## config.mk

```make
export PLATFORM = sky130hd
export DESIGN_NAME = sram_ctrl
export DESIGN_NICKNAME = d
export VERILOG_FILES = /design/src/rtl/sram_ctrl_pkg.sv /design/src/rtl/sram_wait_counter.sv /design/src/rtl/sram_ctrl.sv
export SDC_FILE = /design/constraint.sdc
export NUM_CORES = 1
export LEC_CHECK = 0
export BUFFER_PORTS_ARGS = -buffer_cell sky130_fd_sc_hd__buf_4
export CAP_MARGIN = 20
export CORE_AREA = 2 2 124 126
export CTS_CLUSTER_DIAMETER = 200
export DETAILED_ROUTE_END_ITERATION = 6
export DIE_AREA = 0 0 126 128
export PLACE_DENSITY = 0.58
export SLEW_MARGIN = 20
export SYNTH_ARGS = -nofsm -noshare
export SYNTH_HDL_FRONTEND = slang
export SYNTH_SLANG_ARGS = --single-unit
```

## constraint.sdc

```tcl
create_clock -name clk -period 1.7 [get_ports clk]
set_input_delay 0.17 -clock clk [delete_from_list [all_inputs] [get_ports clk]]
set_output_delay 0.17 -clock clk [all_outputs]
set_load 0.005 [all_outputs]
```

## src/rtl/sram_ctrl_pkg.sv

```systemverilog
// rtl/sram_ctrl_pkg.sv - shared opcodes, FSM state encodings and default SRAM geometry
package sram_ctrl_pkg;

    localparam int SRAM_ADDR_W = 7;
    localparam int SRAM_DATA_W = 32;
    localparam int SRAM_RD_LAT = 2;

    typedef enum logic [1:0] {
        OP_NOP   = 2'b00,
        OP_READ  = 2'b01,
        OP_WRITE = 2'b10,
        OP_COPY  = 2'b11
    } op_t;

    typedef logic [2:0] state_t;

    localparam state_t ST_IDLE     = 3'd0;
    localparam state_t ST_RD_ISSUE = 3'd1;
    localparam state_t ST_RD_WAIT  = 3'd2;
    localparam state_t ST_RD_CAPT  = 3'd3;
    localparam state_t ST_WR_ISSUE = 3'd4;
    localparam state_t ST_CP_WR    = 3'd5;
    localparam state_t ST_RESP     = 3'd6;

endpackage

```

## src/rtl/sram_wait_counter.sv

```systemverilog
// rtl/sram_wait_counter.sv - saturating wait counter with programmable rollover and done flag
module sram_wait_counter #(
    parameter int W = 2
) (
    input  logic         clk,
    input  logic         n_rst,
    input  logic         clear,
    input  logic         enable,
    input  logic [W-1:0] rollover,
    output logic         done
);

    logic [W-1:0] count;

    // Saturates at rollover so a stalled enable can never wrap back to zero.
    always_ff @(posedge clk or negedge n_rst) begin
        if (!n_rst) begin
            count <= '0;
        end else if (clear) begin
            count <= '0;
        end else if (enable && (count != rollover)) begin
            count <= count + 1'b1;
        end
    end

    assign done = (count == rollover);

endmodule

```

## src/rtl/sram_ctrl.sv

```systemverilog
// rtl/sram_ctrl.sv - single-command SRAM responder for READ, WRITE and COPY with fixed read latency
module sram_ctrl
    import sram_ctrl_pkg::*;
#(
    parameter int ADDR_W = SRAM_ADDR_W,
    parameter int DATA_W = SRAM_DATA_W,
    parameter int RD_LAT = SRAM_RD_LAT
) (
    input  logic              clk,
    input  logic              n_rst,
    input  logic              req_valid,
    output logic              req_ready,
    input  logic [1:0]        op_code,
    input  logic [ADDR_W-1:0] address_one,
    input  logic [ADDR_W-1:0] address_two,
    input  logic [DATA_W-1:0] data_in,
    output logic [DATA_W-1:0] data_out,
    output logic              resp_valid,
    output logic [ADDR_W-1:0] sram_addr,
    output logic              sram_ren,
    output logic              sram_wen,
    output logic [DATA_W-1:0] sram_wdata,
    input  logic [DATA_W-1:0] sram_rdata
);

    localparam int                CNT_W    = $clog2(RD_LAT + 1);
    localparam logic [CNT_W-1:0] ROLLOVER = CNT_W'(RD_LAT - 1);

    state_t            state;
    state_t            state_nxt;
    op_t               cap_op;
    logic [ADDR_W-1:0] cap_a1;
    logic [ADDR_W-1:0] cap_a2;
    logic [DATA_W-1:0] cap_data;
    logic [DATA_W-1:0] rd_word;
    logic              accept;
    logic              start_rd;
    logic              wait_done;

    assign accept   = req_valid && (state == ST_IDLE);
    assign start_rd = accept && ((op_code == OP_READ) || (op_code == OP_COPY));

    // The issue cycle counts toward the latency, so RD_WAIT lasts RD_LAT-1 cycles.
    sram_wait_counter #(.W(CNT_W)) u_wait (
        .clk      (clk),
        .n_rst    (n_rst),
        .clear    (start_rd),
        .enable   ((state == ST_RD_ISSUE) || (state == ST_RD_WAIT)),
        .rollover (ROLLOVER),
        .done     (wait_done)
    );

    always_comb begin
        state_nxt = state;
        case (state)
            ST_IDLE: begin
                if (req_valid) begin
                    case (op_code)
                        OP_READ, OP_COPY: state_nxt = ST_RD_ISSUE;
                        OP_WRITE:         state_nxt = ST_WR_ISSUE;
                        default:          state_nxt = ST_IDLE;
                    endcase
                end
            end
            ST_RD_ISSUE: state_nxt = (RD_LAT == 1) ? ST_RD_CAPT : ST_RD_WAIT;
            ST_RD_WAIT:  if (wait_done) state_nxt = ST_RD_CAPT;
            ST_RD_CAPT:  state_nxt = (cap_op == OP_COPY) ? ST_CP_WR : ST_RESP;
            ST_WR_ISSUE: state_nxt = ST_RESP;
            ST_CP_WR:    state_nxt = ST_RESP;
            ST_RESP:     state_nxt = ST_IDLE;
            default:     state_nxt = ST_IDLE;
        endcase
    end

    always_ff @(posedge clk or negedge n_rst) begin
        if (!n_rst) begin
            state    <= ST_IDLE;
            cap_op   <= OP_NOP;
            cap_a1   <= '0;
            cap_a2   <= '0;
            cap_data <= '0;
            rd_word  <= '0;
            data_out <= '0;
        end else begin
            state <= state_nxt;
            if (accept) begin
                cap_op   <= op_t'(op_code);
                cap_a1   <= address_one;
                cap_a2   <= address_two;
                cap_data <= data_in;
            end
            if (state == ST_RD_CAPT) begin
                rd_word <= sram_rdata;
                if (cap_op == OP_READ) begin
                    data_out <= sram_rdata;
                end
            end
            // A COPY only publishes its word once the write-back has been issued.
            if (state == ST_CP_WR) begin
                data_out <= rd_word;
            end
        end
    end

    assign req_ready  = (state == ST_IDLE);
    assign resp_valid = (state == ST_RESP);
    assign sram_ren   = (state == ST_RD_ISSUE);
    assign sram_wen   = (state == ST_WR_ISSUE) || (state == ST_CP_WR);

    always_comb begin
        sram_addr  = '0;
        sram_wdata = '0;
        case (state)
            ST_RD_ISSUE: sram_addr = cap_a1;
            ST_WR_ISSUE: begin
                sram_addr  = cap_a1;
                sram_wdata = cap_data;
            end
            ST_CP_WR: begin
                sram_addr  = cap_a2;
                sram_wdata = rd_word;
            end
            default: begin
                sram_addr  = '0;
                sram_wdata = '0;
            end
        endcase
    end

endmodule
```

-- After elaboration in Yosys (flattened, before gate mapping)
Index checks and enable logic that the tools add are counted.
- divide/modulo/power cells: 0
- muxes and demuxes: 12
- add/sub/neg operators: 1
- eq/ne operators: 15
- shifts and indexed selects: 0
- reductions and logical operators: 15
- magnitude comparators: 0
- multiply operators: 0
- bitwise logic cells: 0
- operators with widths (kind ; count):
    $mux W32 ; 3
    $pmux W32 S2 ; 1
    $pmux W3 S5 ; 1
    $pmux W7 S2 ; 1
    $eq A3 B3 Y1 const B ; 3
    $eq A2 B1 Y1 const B ; 3
    $eq A2 B2 Y1 const B ; 3
    $eq A3 B2 Y1 const B ; 2
    $mux W2 ; 3
    $mux W3 ; 2
    $pmux W3 S2 ; 1
    $reduce_bool A2 Y1 ; 3
    $reduce_or A2 Y1 ; 3
    $ne A2 B1 Y1 const B ; 2
    $reduce_and A2 Y1 ; 2
    $eq A3 B1 Y1 const B ; 1
    $logic_and A1 B1 Y1 ; 3
    $logic_not A3 Y1 ; 1
    $logic_or A1 B1 Y1 ; 3
    $add A2 B1 Y2 const B ; 1
    $ne A2 B2 Y1 const B ; 1
- input bits: 83
- bits in latches: 0
- register bits after elaboration: 117
- memories kept: 0
- bits in read-only memories: 0
- RAM bits: 0
- logic and storage cells: 51

-- Longest topological paths before layout
Gate-level depths: netlist of run 1.
- depth after elaboration: 5
- depth in mapped cells: 6
- mapped depth without buffers: 4

-- Hierarchy
A second synthesis of run 1 with hierarchy kept.
- cells, all modules: 419
- area, all modules: 5407.7 sq um
- modules (own cells, without submodules) (module ; times used ; sequential area each (sq um) ; area each (sq um) ; cells each):
    sram_ctrl ; 1 ; 2877.8 ; 5261.3 ; 404
    sram_wait_counter ; 1 ; 50.0 ; 146.4 ; 15

-- Least setup slack after synthesis of run 1
Ideal clock, no wire load.
- path type: reg-to-reg
- start point: register state[1]
- end point: register cap_a1[0]
- clock period less this slack: 1.601 ns
- required time: 1.575 ns
- stages on the path, launching flop included: 5
- data arrival time: 1.476 ns
- path slack: 0.099 ns
- cell sequence: dfrtp_1 -> buf_2 -> nor4b_2 -> buf_2 -> mux2_2
- cells in the longest elaborated chain, start to end: 2
- ends and longest elaborated chain (element ; RTL line ; source):
    start: declaration ; sram_ctrl.sv:29 ; state_t state;
    start signal: assignment ; sram_ctrl.sv:85 ; state <= state_nxt;
    $logic_not A3 Y1 ; sram_ctrl.sv:40 ; assign accept = req_valid && (state == ST_IDLE);
    $logic_and A1 B1 Y1 ; sram_ctrl.sv:40 ;
    end signal: assignment ; sram_ctrl.sv:88 ; cap_a1 <= address_one;
    end: declaration ; sram_ctrl.sv:32 ; logic [ADDR_W-1:0] cap_a1;
Every way passes these cells.
A chain may end at the register's enable or synchronous reset.

-- Worst setup path after layout of run 1
- start point: register state[2]
- end point: output sram_addr[1]
- cells in the longest elaborated chain, start to end: 3
- elaborated cells between the ends (all ways): 5
- those cells by class: eq/ne: 3; mux: 1; reduce/logical: 1
- ends and longest elaborated chain (element ; RTL line ; source):
    $eq A3 B1 Y1 or $eq A3 B3 Y1 (tied branches) ; sram_ctrl.sv:113 ; case (state)
    $reduce_or A2 Y1 (no line) ; n/a ;
    $pmux W7 S2 * ; sram_ctrl.sv:113 ;
    end: declaration ; sram_ctrl.sv:19 ; output logic [ADDR_W-1:0] sram_addr,
Every way passes the cells marked *; elsewhere a longest branch is shown, timed or not.

==> reports/qor.csv, run 1 <==
metric;value;unit
status;finished with violations;
failing checks;negative setup slack;
CP cell instances;buf_6 -> buf_6 -> xor2_4 -> a22oi_2 -> nor2_1 -> buf_4;
Ys Warns;0;
Clock Path Buffers;2;
Clk pin slew, worst setup/hold paths;0.05;ns
max incr delay on CP;0.44;ns
synthesized netlist cell count;368;
register bit total from synthesis;117;
area grow syn2layout;70.9;%
Peak VDD IR;823;uV
synthesized cell area;5050;um^2
top_reg_cell synth;dfrtp_1;
Tcrit/Tclk final;1.16;
Leakage;4.23;nW
Final #Nets;731;
critical path's slowest cell;dfrtp_2;
GP Congestion;0.741;
Clock Skew;0.00746;ns
Worst Setup End Kind;output pin;
Final setup viols;104;
final worst slack;-0.273;ns
CP Max Fanout;7;
n_diodes;0;
Via density;4.98;
placement row count;45;
list of most frequent post-synthesis cells;117 x dfrtp_1, 79 x mux2_2, 33 x and2_1, 32 x a21o_1, 32 x a221o_1;
clock sink total;117;
IO buf count;157;
final std cells w/o fill;847;
design area;8640;um^2
Pwr Density;1620;nW/um^2
CP arrival;1.80;ns
most frequent CP cell;buf_6;
unrepaired setup endpoints after global routing;true;
post-route ant nets;0;
clock latency on the worst-skew pair;0.41;ns
final critical path time including I/O delays and setup;1.97;ns
number of iterations in the first detailed-routing pass;4;
pre-CTS setup slack;0.0272;ns
DR DRC count;0;
largest net degree at the start of global routing;53;
IO Pins;158;
critical path class;register to output pin;
Synthesized Nets;452;
count of different cell masters after synthesis;31;
WP data required;1.53;ns
Die Ht;128;um
CORE AREA;14900;um^2
# H-tree levels;4;
Slew HR;0.640;
Post-Route WL;15600;um
FF/Latch Area;2930;um^2
Starting Density;0.340;
DRT iter0 DRCs;221;
Die ar.;16100;um^2
Startpoint Class;register;
via count;4218;
post-DP HPWL;9010;um
placed cell count;707;
cts bufs inserted;17;
layout cells sized above 1;0.533;
maxcap violations;0;
global-route wire length before repair;22900;um
CTS root buffer;clkbuf_16;
multi-input logic area;2100;um^2
Total Routing Usage GR;0.184;
worst-margin pin slew;0.526;ns
initial antenna violation count;0;
Yosys top cell by area;dfrtp_1;
Final Hold Vio Count;0;
register area share after synthesis;0.579;
Chip Width;126;um
Avg Inst Size Synth;13.7;um^2
register-to-register setup slack;-0.06;ns
maximum clock frequency;0.507;GHz
Hold Crit Class;primary input to register;
CTS tree;yes;
ys async rst share;1.00;
number of synthesized flops with an enable pin;0;
most common cell in the netlist;dfrtp_1;
GRT overflow;0;
number of global-route vias before repair;4340;
placed instance area;6580;um^2
Yosys top cell area share;0.579;
Filler cells;1237;
post-DR wirelength/cell;18.5;um
WHS;0.0247;ns
Worst Path Buf+Inv;3;
Max Slew Vio Count;0;
CP delay by family, top;flip-flops;
synth top area cells;dfrtp_1 58%, mux2_2 18%, a221o_1 6.3%;
==> flip-flops by register name (all words and copies together) (netlist names) <==
signal / count
cap_a1: 7
cap_a2: 7
cap_data: 32
cap_op: 2
data_out: 32
rd_word: 32
state: 3
u_wait.count: 2
==> layer usage <==
metal  up-vias  track usage  share of wire  wire, um
li1       1933            -              -         -
met3        26       0.0505          0.054       849
met2       150        0.298           0.49      7710
met5         -            0              0         0
met1      2109        0.236           0.44      6810
met4         0       0.0679          0.017       266
==> power by group <==
part	switching, W	internal, W
Sequential	0.000807	0.00419
Combinational	0.00198	0.00339
Clock	0.00124	0.00240
==> per-stage QoR <==
step	power (W)	setup TNS (ns)	util
2_1_floorplan	0.00736	0	-
3_3_place_gp	0.00909	0	0.442
3_5_place_dp	0.00928	0	0.442
4_1_cts	0.0136	-9.54	0.557
5_1_grt	0.0148	-15.65	0.581
6_report	0.0140	-10.53	0.581
==> worst reg2reg max path: stages, from the launching register on <==
cell and delay [ns]:
dfrtp_2 0.44, buf_4 0.17, nor4b_4 0.26, buf_6 0.17, buf_4 0.13, buf_16 0.13, mux2_2 0.34
==> path summary, 6_finish.rpt <==
check | startpoint | end | cells after the start
min in group asynchronous | n_rst | cap_data[5] | 2
hold reg to reg | rd_word[1] | rd_word[1] | 1
setup reg to reg | state[2] | cap_data[15] | 6
max in group asynchronous | n_rst | rd_word[22] | 3
setup / recovery | state[2] | sram_addr[1] | 6
hold / removal | sram_rdata[26] | rd_word[26] | 2
==> what timing repair did <==
item                                    4_1_cts  5_1_grt
gates resized for setup                      57       23
hold endpoints to repair                    141        0
hold buffers                                 79        0
buffers inserted                             12        8
endpoints found under the setup margin       40      136
pin swaps                                     9       29
cloned                                        3        8
==> cells by family after synthesis <==
kind of cell	synth area share
AND/OR/NAND/NOR	0.0691
buffers and inverters	0.0332
XOR/XNOR	0.00347
flip-flops	0.579
multiplexers	0.176
AO/OA/AOI/OAI	0.137
adder cells (fa/ha/maj)	0.00247
==> final cells by class <==
cell class / count / area share
flip-flops and latches: 117 / 0.339
repair buffers: 287 / 0.319
multi-input cells: 221 / 0.243
clock buffers: 22 / 0.0549
well taps: 188 / 0.0272
clock inverters: 9 / 0.0146
inverters: 3 / 0.00130
==> placed cells by master, fill, tap and decap left out, types with 3 or more instances in the layout <==
cell / count
buf_4: 165
dfrtp_1: 114
dlygate4sd3_1: 79
mux2_2: 77
a21o_1: 32
a221o_1: 32
clkbuf_16: 24
and2_4: 21
buf_6: 19
and2_1: 13
buf_12: 12
nor2_1: 7
a22oi_1: 6
a21oi_1: 4
clkinv_2: 4
inv_1: 3
clkbuf_8: 3
bufinv_16: 3
buf_8: 3
dfrtp_2: 3
No activity file was read; power rests on OpenSTA's default activity.
==> run 2, diff against run 1 <==
Settings changed: REMOVE_ABC_BUFFERS set to 1.
==> reports/qor.csv, run 2 (synthesized netlist as in run 1, its figures left out) <==
metric;value;unit
WHS;0.0167;ns
sw frac;0.289;
GRT overflow;0;
clock latency on the worst-skew pair;0.42;ns
fin util;0.587;
IO Pins;158;
Int Power;0.0105;W
number of global-route vias before repair;4508;
unrepaired setup endpoints after global routing;true;
Clock Path Buffers;2;
area grow syn2layout;72.7;%
DR DRC count;0;
# H-tree levels;4;
final std cells w/o fill;844;
Reg power frac;0.339;
via count;4302;
largest net degree at the start of global routing;51;
n_diodes;0;
Comb pwr share;0.398;
multi-input logic area;2240;um^2
Filler cells;1144;
WP data required;1.53;ns
Die Ht;128;um
Pwr Density;1690;nW/um^2
global-route wire length before repair;24700;um
Chip Width;126;um
IO buf count;157;
initial antenna violation count;0;
Startpoint Class;register;
largest registers;cap_data: 32 flops, data_out: 32 flops, rd_word: 32 flops;
Slew HR;0.676;
cts bufs inserted;17;
status;finished with violations;
clock power share;0.263;
failing checks;negative setup slack;
GP Congestion;0.734;
Max Slew Vio Count;0;
Final setup viols;89;
maxcap violations;0;
FF/Latch Area;2930;um^2
clock sink total;117;
placed cell count;706;
layout cells sized above 1;0.506;
Worst Setup End Kind;output pin;
Post-Route WL;16700;um
Clock Skew;0.0143;ns
CP Max Fanout;9;
Via density;5.10;
final worst slack;-0.241;ns
Hold Path Cell Cnt;2;
worst reg2reg path depth;7;
final critical path time including I/O delays and setup;1.94;ns
Clk pin slew, worst setup/hold paths;0.05;ns
setup TNS;-14.30;ns
number of iterations in the first detailed-routing pass;4;
CTS root buffer;clkbuf_16;
Die ar.;16100;um^2
CTS tree;yes;
Peak VDD IR;879;uV
worst-margin pin slew;0.487;ns
placement row count;45;
Final #Nets;727;
most frequent cells in the layout;169 x buf_4, 117 x dfrtp_1, 78 x dlygate4sd3_1, 47 x mux2_4;
post-route ant nets;0;
most common cell after layout, fill and taps aside;buf_4;
post-DP HPWL;9360;um
post-DR wirelength/cell;19.8;um
Switch Pwr;0.00425;W
maximum clock frequency;0.515;GHz
CP arrival;1.77;ns
critical path class;register to output pin;
Hold Crit Class;primary input to register;
Starting Density;0.340;
Tcrit/Tclk final;1.14;
CORE AREA;14900;um^2
Leakage;4.33;nW
Total Routing Usage GR;0.201;
Final Hold Vio Count;0;
DRT iter0 DRCs;213;
run 2: cell types whose count changed in the layout (fill, tap and decap cells not counted), moves of 3 or more:
cell        change
clkbuf_16       -3
clkbuf_8        -3
buf_4           +4
dfrtp_2         -3
buf_6           -7
clkinvlp_4      +3
dfrtp_1         +3
and2_4         -19
and2_1         +18
mux2_4         +45
mux2_2         -45
run 2: final timing paths:
path                             endpoint            from  slack [ns]
setup / recovery           sram_wdata[30]        state[0]       -0.24
setup reg to reg              cap_data[7]        state[2]       -0.18
min in group asynchronous     cap_data[2]           n_rst        0.26
hold reg to reg               rd_word[22]     rd_word[22]        0.49
max in group asynchronous      rd_word[2]           n_rst        0.79
hold / removal                rd_word[28]  sram_rdata[28]        0.02
run 2: layout make-up:
class,instances,share of cell area
flip-flops and latches,117,0.335
inverters,3,0.00129
repair buffers,283,0.307
well taps,188,0.0269
clock buffers,18,0.0492
clock inverters,14,0.0239
multi-input cells,221,0.257
run 2: what timing repair did:
item,in CTS,in global routing
endpoints found under the hold margin,128,0
hold buffers,78,0
gates resized for setup,66,29
pin swaps,6,13
setup endpoints to repair,59,104
buffers inserted,13,8
cloned,5,5
run 2: layer usage:
layer	up-vias	track usage	routed length, um
met5	-	0	0
met4	0	0.0659	325
met3	26	0.0538	898
met2	149	0.340	8440
met1	2210	0.251	7050
li1	1917	-	-
run 2: power by group through the flow:
stage	combinational, W	sequential, W	clock [W]
2_1_floorplan	0.00239	0.00484	0
3_3_place_gp	0.00426	0.00492	0
3_5_place_dp	0.00437	0.00496	0
4_1_cts	0.00540	0.00496	0.00393
5_1_grt	0.00626	0.00516	0.00407
6_report	0.00586	0.00499	0.00387
run 2: metrics by stage:
stage / area, um^2 / setup WS [ns] / total power [W]
after detailed placement: 6580 / 0.000695 / 0.00933
after global routing: 8730 / -0.313 / 0.0155
after CTS: 8500 / -0.214 / 0.0143
final: 8730 / -0.241 / 0.0147
after floorplan: 4900 / -2.23 / 0.00723
after global placement: 6580 / 0.0426 / 0.00918
run 2: critical path: stages, from the launching register on:
cell	delay, ns
dfrtp_1	0.41
buf_12	0.16
nor3b_4	0.21
buf_6	0.17
buf_12	0.14
a21o_1	0.14
buf_4	0.11
==> run 3, diff against run 2 <==
Settings changed: CTS_BUF_LIST set to sky130_fd_sc_hd__clkbuf_8.
==> reports/qor.csv, run 3 (synthesized netlist as in run 1, its figures left out) <==
metric;value;unit
Worst Setup End Kind;output pin;
CORE AREA;14900;um^2
Final Hold Vio Count;0;
Final #Nets;732;
via count;4258;
final worst slack;-0.252;ns
Startpoint Class;register;
unrepaired setup endpoints after global routing;true;
final critical path time including I/O delays and setup;1.95;ns
DRT iter0 DRCs;228;
Post-Route WL;16500;um
# H-tree levels;4;
Via density;5.02;
n_diodes;0;
Comb pwr share;0.431;
design area;8620;um^2
Hold Crit Class;primary input to async pin;
FF/Latch Area;2930;um^2
placement row count;45;
Starting Density;0.340;
number of iterations in the first detailed-routing pass;5;
placed cell count;706;
Slew HR;0.680;
Clock Skew;0.00946;ns
CTS root buffer;clkbuf_8;
failing checks;negative setup slack;
multi-input logic area;2240;um^2
CP arrival;1.78;ns
Int Power;0.00970;W
Clk pin slew, worst setup/hold paths;0.08;ns
IO Pins;158;
final std cells w/o fill;849;
Leakage;4.28;nW
CP cell instances;and3b_2 -> buf_12 -> and2_1 -> a21o_1 -> buf_4;
clock latency on the worst-skew pair;0.44;ns
clock power share;0.208;
Switch Pwr;0.00410;W
largest registers;cap_data: 32 flops, data_out: 32 flops, rd_word: 32 flops;
clock sink total;117;
global-route wire length before repair;25100;um
layout cells sized above 1;0.510;
Peak VDD IR;1000;uV
Tcrit/Tclk final;1.15;
WP data required;1.53;ns
Die ar.;16100;um^2
sw frac;0.297;
post-DR wirelength/cell;19.4;um
Total Routing Usage GR;0.204;
post-route ant nets;0;
post-DP HPWL;9360;um
Final setup viols;89;
GP Congestion;0.734;
Die Ht;128;um
max incr delay on CP;0.44;ns
maximum clock frequency;0.512;GHz
Clock Path Buffers;2;
IO buf count;157;
GRT overflow;0;
critical path's slowest cell;dfrtp_2;
CP Max Fanout;19;
area grow syn2layout;70.5;%
most common cell after layout, fill and taps aside;buf_4;
critical path class;register to output pin;
setup TNS;-13.64;ns
Chip Width;126;um
most frequent cells in the layout;170 x buf_4, 116 x dfrtp_1, 81 x dlygate4sd3_1, 47 x mux2_4;
CTS tree;yes;
WHS;0.234;ns
cts bufs inserted;17;
worst-margin pin slew;0.481;ns
Max Slew Vio Count;0;
placed instance area;6580;um^2
status;finished with violations;
largest net degree at the start of global routing;51;
maxcap violations;0;
CP delay by family, top;flip-flops;
Worst Path Buf+Inv;2;
DR DRC count;0;
Filler cells;1148;
Reg power frac;0.361;
Pwr Density;1600;nW/um^2
initial antenna violation count;0;
number of global-route vias before repair;4620;
run 3: cell types whose count changed in the layout (fill, tap and decap cells not counted), sizes merged:
cell         before  now
dlygate4sd3      78   81
buf             200  202
clkbuf           23   22
inv               3    4
run 3: power by group through the flow:
stage / sequential [W] / clock (W) / combinational [W]
floorplan: 0.00484 / 0 / 0.00239
finish: 0.00498 / 0.00288 / 0.00595
global route: 0.00515 / 0.00307 / 0.00636
global placement: 0.00492 / 0 / 0.00426
CTS: 0.00496 / 0.00294 / 0.00559
detailed placement: 0.00496 / 0 / 0.00437
run 3: repair_timing:
| action | CTS | global route |
|---|---|---|
| resized for setup | 79 | 23 |
| endpoints found under the hold margin | 142 | 0 |
| gates cloned | 6 | 5 |
| hold buffers | 81 | 0 |
| pin swaps | 8 | 9 |
| endpoints found under the setup margin | 64 | 106 |
| buffers inserted | 14 | 8 |
run 3: final timing paths:
kind / start / end / slack, ns / cells past startpoint
min reg2reg: rd_word[23] / rd_word[23] / 0.50 / 1
max reg2reg: state[2] / cap_data[27] / -0.15 / 7
min: n_rst / cap_a2[0] / 0.23 / 2
max: state[0] / sram_wdata[30] / -0.25 / 5
min in group clk: req_valid / state[0] / 0.23 / 4
max in group asynchronous: n_rst / rd_word[6] / 0.82 / 3
run 3: cell type report:
class	instances	area share
clock buffers	17	0.0271
clock inverters	15	0.0247
inverters	3	0.00131
multi-input cells	221	0.260
flip-flops and latches	117	0.340
well taps	188	0.0273
repair buffers	288	0.320
run 3: worst reg2reg max path: stages, from the launching register on:
cell     delay [ns]
dfrtp_1        0.42
buf_6          0.15
buf_6          0.12
nor4b_4        0.29
buf_4          0.19
buf_6          0.13
buf_12         0.13
mux2_4         0.31
run 3: stage by stage:
stage / util / power [W] / worst slack [ns]
after floorplan: - / 0.00723 / -2.23
after global placement: 0.443 / 0.00918 / 0.0426
after detailed placement: 0.443 / 0.00933 / 0.000695
after CTS: 0.567 / 0.0135 / -0.252
after global routing: 0.580 / 0.0146 / -0.356
final: 0.580 / 0.0138 / -0.252
run 3: per-layer routing:
metal | routed length (um) | GRT usage
met2 | 8400 | 0.343
met1 | 6920 | 0.253
met5 | 0 | 0
met3 | 766 | 0.0459
met4 | 426 | 0.0918
